## config.mk

```make
export PLATFORM = sky130hd
export DESIGN_NAME = vga_timing_gen
export DESIGN_NICKNAME = d
export VERILOG_FILES = /design/src/rtl/vga_timing_gen.sv
export SDC_FILE = /design/constraint.sdc
export NUM_CORES = 1
export LEC_CHECK = 0
export BUFFER_PORTS_ARGS = -buffer_cell sky130_fd_sc_hd__buf_2
export CAP_MARGIN = 10
export CORE_ASPECT_RATIO = 0.8
export CORE_MARGIN = 3
export CORE_UTILIZATION = 59
export DETAILED_ROUTE_END_ITERATION = 12
export PLACE_DENSITY = 0.84
export SLEW_MARGIN = 20
export SYNTH_ARGS = -nofsm -noshare
export SYNTH_HDL_FRONTEND = slang
export SYNTH_SLANG_ARGS = --single-unit
```

## constraint.sdc

```tcl
create_clock -name clk -period 3.5 [get_ports clk]
set_input_delay 0.35 -clock clk [delete_from_list [all_inputs] [get_ports clk]]
set_output_delay 0.35 -clock clk [all_outputs]
set_load 0.005 [all_outputs]
```

## src/rtl/vga_timing_gen.sv

```systemverilog
// Parametrised VGA timing generator: pixel strobe, H/V counters, sync, active and line/frame strobes on one clock.
// Optional frame counter output is enabled by defining VGA_FRAME_COUNT_EN.
module vga_timing_gen #(
   parameter int   DIV      = 4,
   parameter int   H_ACTIVE = 640,
   parameter int   H_FP     = 16,
   parameter int   H_SYNC   = 96,
   parameter int   H_BP     = 48,
   parameter int   V_ACTIVE = 480,
   parameter int   V_FP     = 10,
   parameter int   V_SYNC   = 2,
   parameter int   V_BP     = 33,
   parameter logic HS_POL   = 1'b0,
   parameter logic VS_POL   = 1'b0,
   parameter int   CW       = 10
`ifdef VGA_FRAME_COUNT_EN
   ,
   parameter int   FRAME_W  = 16
`endif
) (
   input  logic          clk,
   input  logic          rst,
   output logic          pix_en,
   output logic [CW-1:0] xCoord,
   output logic [CW-1:0] yCoord,
   output logic          hsync,
   output logic          vsync,
   output logic          active,
   output logic          line_start,
   output logic          frame_start
`ifdef VGA_FRAME_COUNT_EN
   ,
   output logic [FRAME_W-1:0] frame_count
`endif
);

   localparam int H_TOTAL = H_ACTIVE + H_FP + H_SYNC + H_BP;
   localparam int V_TOTAL = V_ACTIVE + V_FP + V_SYNC + V_BP;
   localparam int DW      = (DIV > 1) ? $clog2(DIV) : 1;

   generate
      if (DIV < 1) begin : g_bad_div
         $error("vga_timing_gen: DIV must be at least 1");
      end
      if ((H_TOTAL > (1 << CW)) || (V_TOTAL > (1 << CW))) begin : g_bad_cw
         $error("vga_timing_gen: CW too narrow for H_TOTAL-1 / V_TOTAL-1");
      end
   endgenerate

   localparam logic [DW-1:0] DIV_LAST  = DW'(DIV - 1);
   localparam logic [CW-1:0] H_LAST    = CW'(H_TOTAL - 1);
   localparam logic [CW-1:0] V_LAST    = CW'(V_TOTAL - 1);
   // One extra bit so range ends equal to 2**CW still compare correctly.
   localparam logic [CW:0]   H_ACT_END = (CW+1)'(H_ACTIVE);
   localparam logic [CW:0]   HS_START  = (CW+1)'(H_ACTIVE + H_FP);
   localparam logic [CW:0]   HS_END    = (CW+1)'(H_ACTIVE + H_FP + H_SYNC);
   localparam logic [CW:0]   V_ACT_END = (CW+1)'(V_ACTIVE);
   localparam logic [CW:0]   VS_START  = (CW+1)'(V_ACTIVE + V_FP);
   localparam logic [CW:0]   VS_END    = (CW+1)'(V_ACTIVE + V_FP + V_SYNC);

   logic [DW-1:0] div_reg, div_next;
   logic          pix_en_reg, pix_en_next;
   logic [CW-1:0] x_reg, x_next;
   logic [CW-1:0] y_reg, y_next;
   logic          hsync_reg, hsync_next;
   logic          vsync_reg, vsync_next;
   logic          active_reg, active_next;
   logic          line_start_reg, line_start_next;
   logic          frame_start_reg, frame_start_next;
   logic          h_wrap;
   logic [CW:0]   x_ext, y_ext;

   always_comb begin
      div_next    = (div_reg == DIV_LAST) ? '0 : div_reg + 1'b1;
      pix_en_next = (div_reg == DIV_LAST);

      h_wrap = pix_en_reg && (x_reg == H_LAST);
      x_next = x_reg;
      y_next = y_reg;
      if (pix_en_reg) begin
         x_next = h_wrap ? '0 : x_reg + 1'b1;
         if (h_wrap) begin
            y_next = (y_reg == V_LAST) ? '0 : y_reg + 1'b1;
         end
      end

      // Flags decode the next coordinates so they line up with xCoord/yCoord.
      x_ext            = {1'b0, x_next};
      y_ext            = {1'b0, y_next};
      hsync_next       = ((x_ext >= HS_START) && (x_ext < HS_END)) ? HS_POL : ~HS_POL;
      vsync_next       = ((y_ext >= VS_START) && (y_ext < VS_END)) ? VS_POL : ~VS_POL;
      active_next      = (x_ext < H_ACT_END) && (y_ext < V_ACT_END);
      line_start_next  = h_wrap;
      frame_start_next = h_wrap && (y_reg == V_LAST);
   end

   always_ff @(posedge clk) begin
      if (rst) begin
         div_reg         <= '0;
         pix_en_reg      <= 1'b0;
         x_reg           <= '0;
         y_reg           <= '0;
         hsync_reg       <= ~HS_POL;
         vsync_reg       <= ~VS_POL;
         active_reg      <= 1'b1;
         line_start_reg  <= 1'b0;
         frame_start_reg <= 1'b0;
      end else begin
         div_reg         <= div_next;
         pix_en_reg      <= pix_en_next;
         x_reg           <= x_next;
         y_reg           <= y_next;
         hsync_reg       <= hsync_next;
         vsync_reg       <= vsync_next;
         active_reg      <= active_next;
         line_start_reg  <= line_start_next;
         frame_start_reg <= frame_start_next;
      end
   end

   assign pix_en      = pix_en_reg;
   assign xCoord      = x_reg;
   assign yCoord      = y_reg;
   assign hsync       = hsync_reg;
   assign vsync       = vsync_reg;
   assign active      = active_reg;
   assign line_start  = line_start_reg;
   assign frame_start = frame_start_reg;

`ifdef VGA_FRAME_COUNT_EN
   logic [FRAME_W-1:0] frame_count_reg;

   always_ff @(posedge clk) begin
      if (rst) begin
         frame_count_reg <= '0;
      end else if (frame_start_reg) begin
         frame_count_reg <= frame_count_reg + 1'b1;
      end
   end

   assign frame_count = frame_count_reg;
`endif

endmodule

```

### Word level (Yosys, flattened, before mapping)

Index checks and enable logic that the tools add are counted.

| storage, ports and cells | value |
|---|---|
| register bits after elaboration | 28 |
| output and inout bits | 26 |
| word-level logic and storage cells | 34 |

| cells by class | value |
|---|---|
| $add $sub $neg | 3 |
| magnitude comparators | 6 |
| eq/ne operators | 3 |
| multiplexer cells | 7 |
| reductions and logical operators | 6 |

Operator list:

| operator | number |
|---|---|
| two-way mux 10 bit | 5 |
| adder 10 x 1 -> 10 bit, second input constant | 2 |
| equality test 10 bit, second input constant | 2 |
| < comparator 10 bit, second input constant | 2 |
| < comparator 10 x 9 -> 1 bit, second input constant | 2 |
| greater-or-equal comparator 10 bit, second input constant | 1 |
| greater-or-equal comparator 10 x 9 -> 1 bit, second input constant | 1 |
| logical AND 1 bit | 5 |
| adder 2 x 1 -> 2 bit, second input constant | 1 |
| equality test 2 bit, second input constant | 1 |
| two-way mux 1 bit | 2 |
| OR reduction 2 bit | 1 |

### Longest topological paths before layout

| depth | value |
|---|---|
| depth after elaboration | 7 |
| gate-level depth with buffers | 8 |

### Worst setup path before layout

No wires, ideal clock.

| path | value |
|---|---|
| path type | register to register |
| start point | reg x_reg[0] (netlist: xCoord[0]) |
| end point | reg active_reg (netlist: active) |
| arrival time | 2054 ps |
| data required time | 3364 ps |
| slack | 1309 ps |
| cell stages (with the launch flop) | 7 |
| period minus slack after synthesis | 2191 ps |
| cell sequence | dfxtp_1 -> ha_1 -> nand4_1 -> or4_4 -> or4_4 -> a21oi_2 -> a221oi_2 |

| on the way | value |
|---|---|
| cells in the longest elaborated chain, start to end | 6 |
| elaborated cells on any way between the ends | 10 |

RTL lines:

| item | line | text |
|---|---|---|
| start, declared | 63 | `logic [CW-1:0] x_reg, x_next;` |
| start signal, assigned | 111 | `x_reg <= x_next;` |
| branches (longest 5 deep; another with adder 10 x 1 -> 10 bit) | n/a |  |
| logical AND 1 bit (*) | 92 | `active_next = (x_ext < H_ACT_END) && (y_ext < V_ACT_END);` |
| end signal, assigned | 115 | `active_reg <= active_next;` |
| end, declared | 67 | `logic active_reg, active_next;` |

Every way passes the cells marked *.
A chain may end at the register's enable or synchronous reset.

### Worst setup path in the final report

Ends and elaborated chain as after synthesis.

==> flow_summary.toml <==
[outcome]
outcome = "finished, final reports clean"

[global_route]
antenna_found_initial = 0
globalRouteOverflowTotal = 0
maximum_number_of_pins_on_one_net_before_global_route_repair = 21
grt_pass1_vias = 1187
grt_use_total = 0.216
grt_first_pass_wirelength_mm = 5.68

[cells_and_area]
filler_free_cell_count_of_the_finished_design = 234
multiInputGateArea_sq_um = 888
seq_area_sq_um = 561
fin_nets = 205
areaGrowthSynthToFinish_pct = 7.15
diodes = 0
utilization = 0.675
drive_gt1_frac = 0.237
fillCellCount = 218

[sta]
slew_viol_final = 0
tightestPinTransition_ns = 0.461
final_hold_viol_count = 0
post-route-min-period_ns = 2.48
fmaxAchievable_ghz = 0.402
finalCritPeriodShare = 0.710
worst_slew_margin_rel = 0.691
final.setup.tns_ns = 0
final.hold.worst_slack_ns = 0.398
clock_skew_ns = 0.00742
count_of_final_setup_violators = 0
setup_repair_after_global_routing_missed_its_margin = "false"

[pwr]
power.share.combinational = 0.026
power_density_nw_per_um2 = 294
leakagePower_uw = 0.000655
p_int_uw = 392
clockPowerShare = 0.318
switchingPower_uw = 104
share_seq_of_total_power = 0.656
vdd_ir_drop_max_mv = 0.238
power.share.switching = 0.210

[clock_tree]
clock_tree.buffer_depth = 2
cts.clk_slew.worst_paths_ns = 0.15
postCtsSetupBuffers = 0
worst_skew_pair_later_pin_latency_ns = 0.33
clock_tree.htree_level_count = 1
cts_sinks = 28
cts_root_buf = "clkbuf_4"
cts.hold.buffers_added = 0
cts-buffers-inserted = 3
number_of_resized_instances_in_the_post_cts_repair_step = 0
cts_tree = "yes"

[critical_path]
criticalPathCategory = "reg -> reg"
reg2regPathDepth = 6
critPathMaxFanout = 13
reg2reg_from = "xCoord[0]"
start_kind = "flip-flop"
end_kind = "flip-flop"
setup.reg_to_reg.worst_slack_ns = 1.02
r2r-end = "active"
worst-endpoint-arrival_ns = 2.71
timing.critical_path.required_ns = 3.73

[synthesis]
muxShareOfSynthArea = 0
post_synth_inst_count = 178
synth.avg_cell_area_sq_um = 8.85
synthAdderAreaFrac = 0.0318
synth_top_flop_cell = "dfxtp_1"
synth_compound_area_frac = 0.160
synth.distinct_cells = 50
synth_simple_gate_area_share = 0.311
synth_enable_flop_cells = 0
synthXorXnorAreaFrac = 0.0612
synth.yosys.seq_area_share = 0.356
post_synth_arst_share = 0
synth_top_family_by_area = "simple AND/OR/NAND/NOR gates"
synth.ff_latch_count = 28
yosysWarningCount = 0
synth_area_sq_um = 1580
synth_nets = 184

[placed_design]
placed_instances = 230
io_buf_count = 27
routabilityCongestion = 0.938
dpl.hpwl_mm = 2.51

[die]
core_region_sq_um = 2500
chipWidth_um = 63.8
die-height_um = 52.2
design.portCount = 28
die-area_sq_um = 3330
core.rowCount = 16
initial_utilization = 0.630

[detailed_routing]
vias = 1371
drc = 0
wire_per_inst_um = 14.5
viasPerCell = 5.86
route.antenna.remaining_nets = 0
drt_wl_total_mm = 3.40
drt_iter0_drc = 103
detail_route.first_pass.iterations = 4

[flow_run]
max_cap_violations = 0

[hold_path]
hold_depth = 2
timing.hold.worst.class = "in -> reg"
hp-start = "rst"
hold_path_end = "yCoord[5]"
power groups by stage:
stage               registers, uW  logic [uW]  clock network (uW)
floorplan                     332        11.4                   0
global placement              332        12.2                   0
detailed placement            333        13.5                   0
CTS                           326        13.3                 163
global route                  326        15.2                 174
finish                        326        12.9                 158
worst max-delay path, cell delays in order, from the launching register on:
cell and delay, ns:
dfxtp_1 0.43, ha_1 0.22, nand4_1 0.22, or4_4 0.70, or4_4 0.55, a21oi_2 0.18, a221oi_2 0.08
cell usage after synthesis (all sizes together) (3+ instances only):
library cell,count,area share
nor3,7,0.022
dfxtp,28,0.36
ha,4,0.032
clkbuf,5,0.031
nand2,15,0.036
inv,4,0.0095
xor2,5,0.028
buf,7,0.040
nor3b,4,0.019
or4,5,0.029
nand3,12,0.038
o211ai,3,0.014
o31ai,3,0.026
a21oi,12,0.041
nand4,7,0.028
nor4,3,0.016
nor2,19,0.045
xnor2,6,0.033
routing by layer:
metal  track usage  routed length [um]  share of wire
met5             0                   0              0
met4        0.0573                  31         0.0091
met3        0.0494                 251          0.074
met1         0.311                1610           0.47
met2         0.324                1510           0.44
cell families after synthesis:
kind of cell | after synthesis
flops | 28
xor+xnor | 11
fa+ha+maj | 4
buf+inv | 16
simple gates | 88
compound gates | 31
cell type report:
class	instances	area share
clock buffer	4	0.0215
inverter	4	0.00890
multi-input combinational	134	0.526
sequential	28	0.332
tap	36	0.0267
timing repair buffer	28	0.0845
layout by cell type, fill, tap and decap left out, drive strengths merged, types with 2 or more instances in the layout:
| master | count |
|---|---|
| o21ai | 2 |
| nor2b | 2 |
| clkbuf | 4 |
| nor4 | 3 |
| o211ai | 3 |
| buf | 28 |
| dfxtp | 28 |
| inv | 4 |
| nor3 | 7 |
| a221oi | 2 |
| ha | 4 |
| or2b | 2 |
| xor2 | 5 |
| xnor2 | 6 |
| nand2 | 15 |
| and2 | 2 |
| or4 | 5 |
| and4 | 2 |
| or4b | 2 |
| a21oi | 12 |
| nor2 | 19 |
| o31ai | 3 |
| nand3 | 12 |
| nor3b | 4 |
| nand4 | 7 |
per-stage QoR:
| step | cell area, sq um | power, uW | setup WS [ns] |
|---|---|---|---|
| 2_1_floorplan | 1580 | 343 | 1.31 |
| 3_3_place_gp | 1650 | 344 | 1.17 |
| 3_5_place_dp | 1650 | 346 | 1.03 |
| 4_1_cts | 1690 | 502 | 1.03 |
| 5_1_grt | 1690 | 515 | 0.913 |
| 6_report | 1690 | 496 | 1.02 |
worst max path at each step:
stage,start,cells after the start,endpoint,slack (ns)
4_1_cts,xCoord[0],6,active,1.03
6_report,xCoord[0],6,active,1.02
2_1_floorplan,xCoord[0],6,active,1.31
5_1_grt,xCoord[0],6,active,0.91
3_3_place_gp,xCoord[0],6,active,1.17
3_5_place_dp,xCoord[0],6,active,1.03
Note: power is estimated with default switching activity, not from simulation.
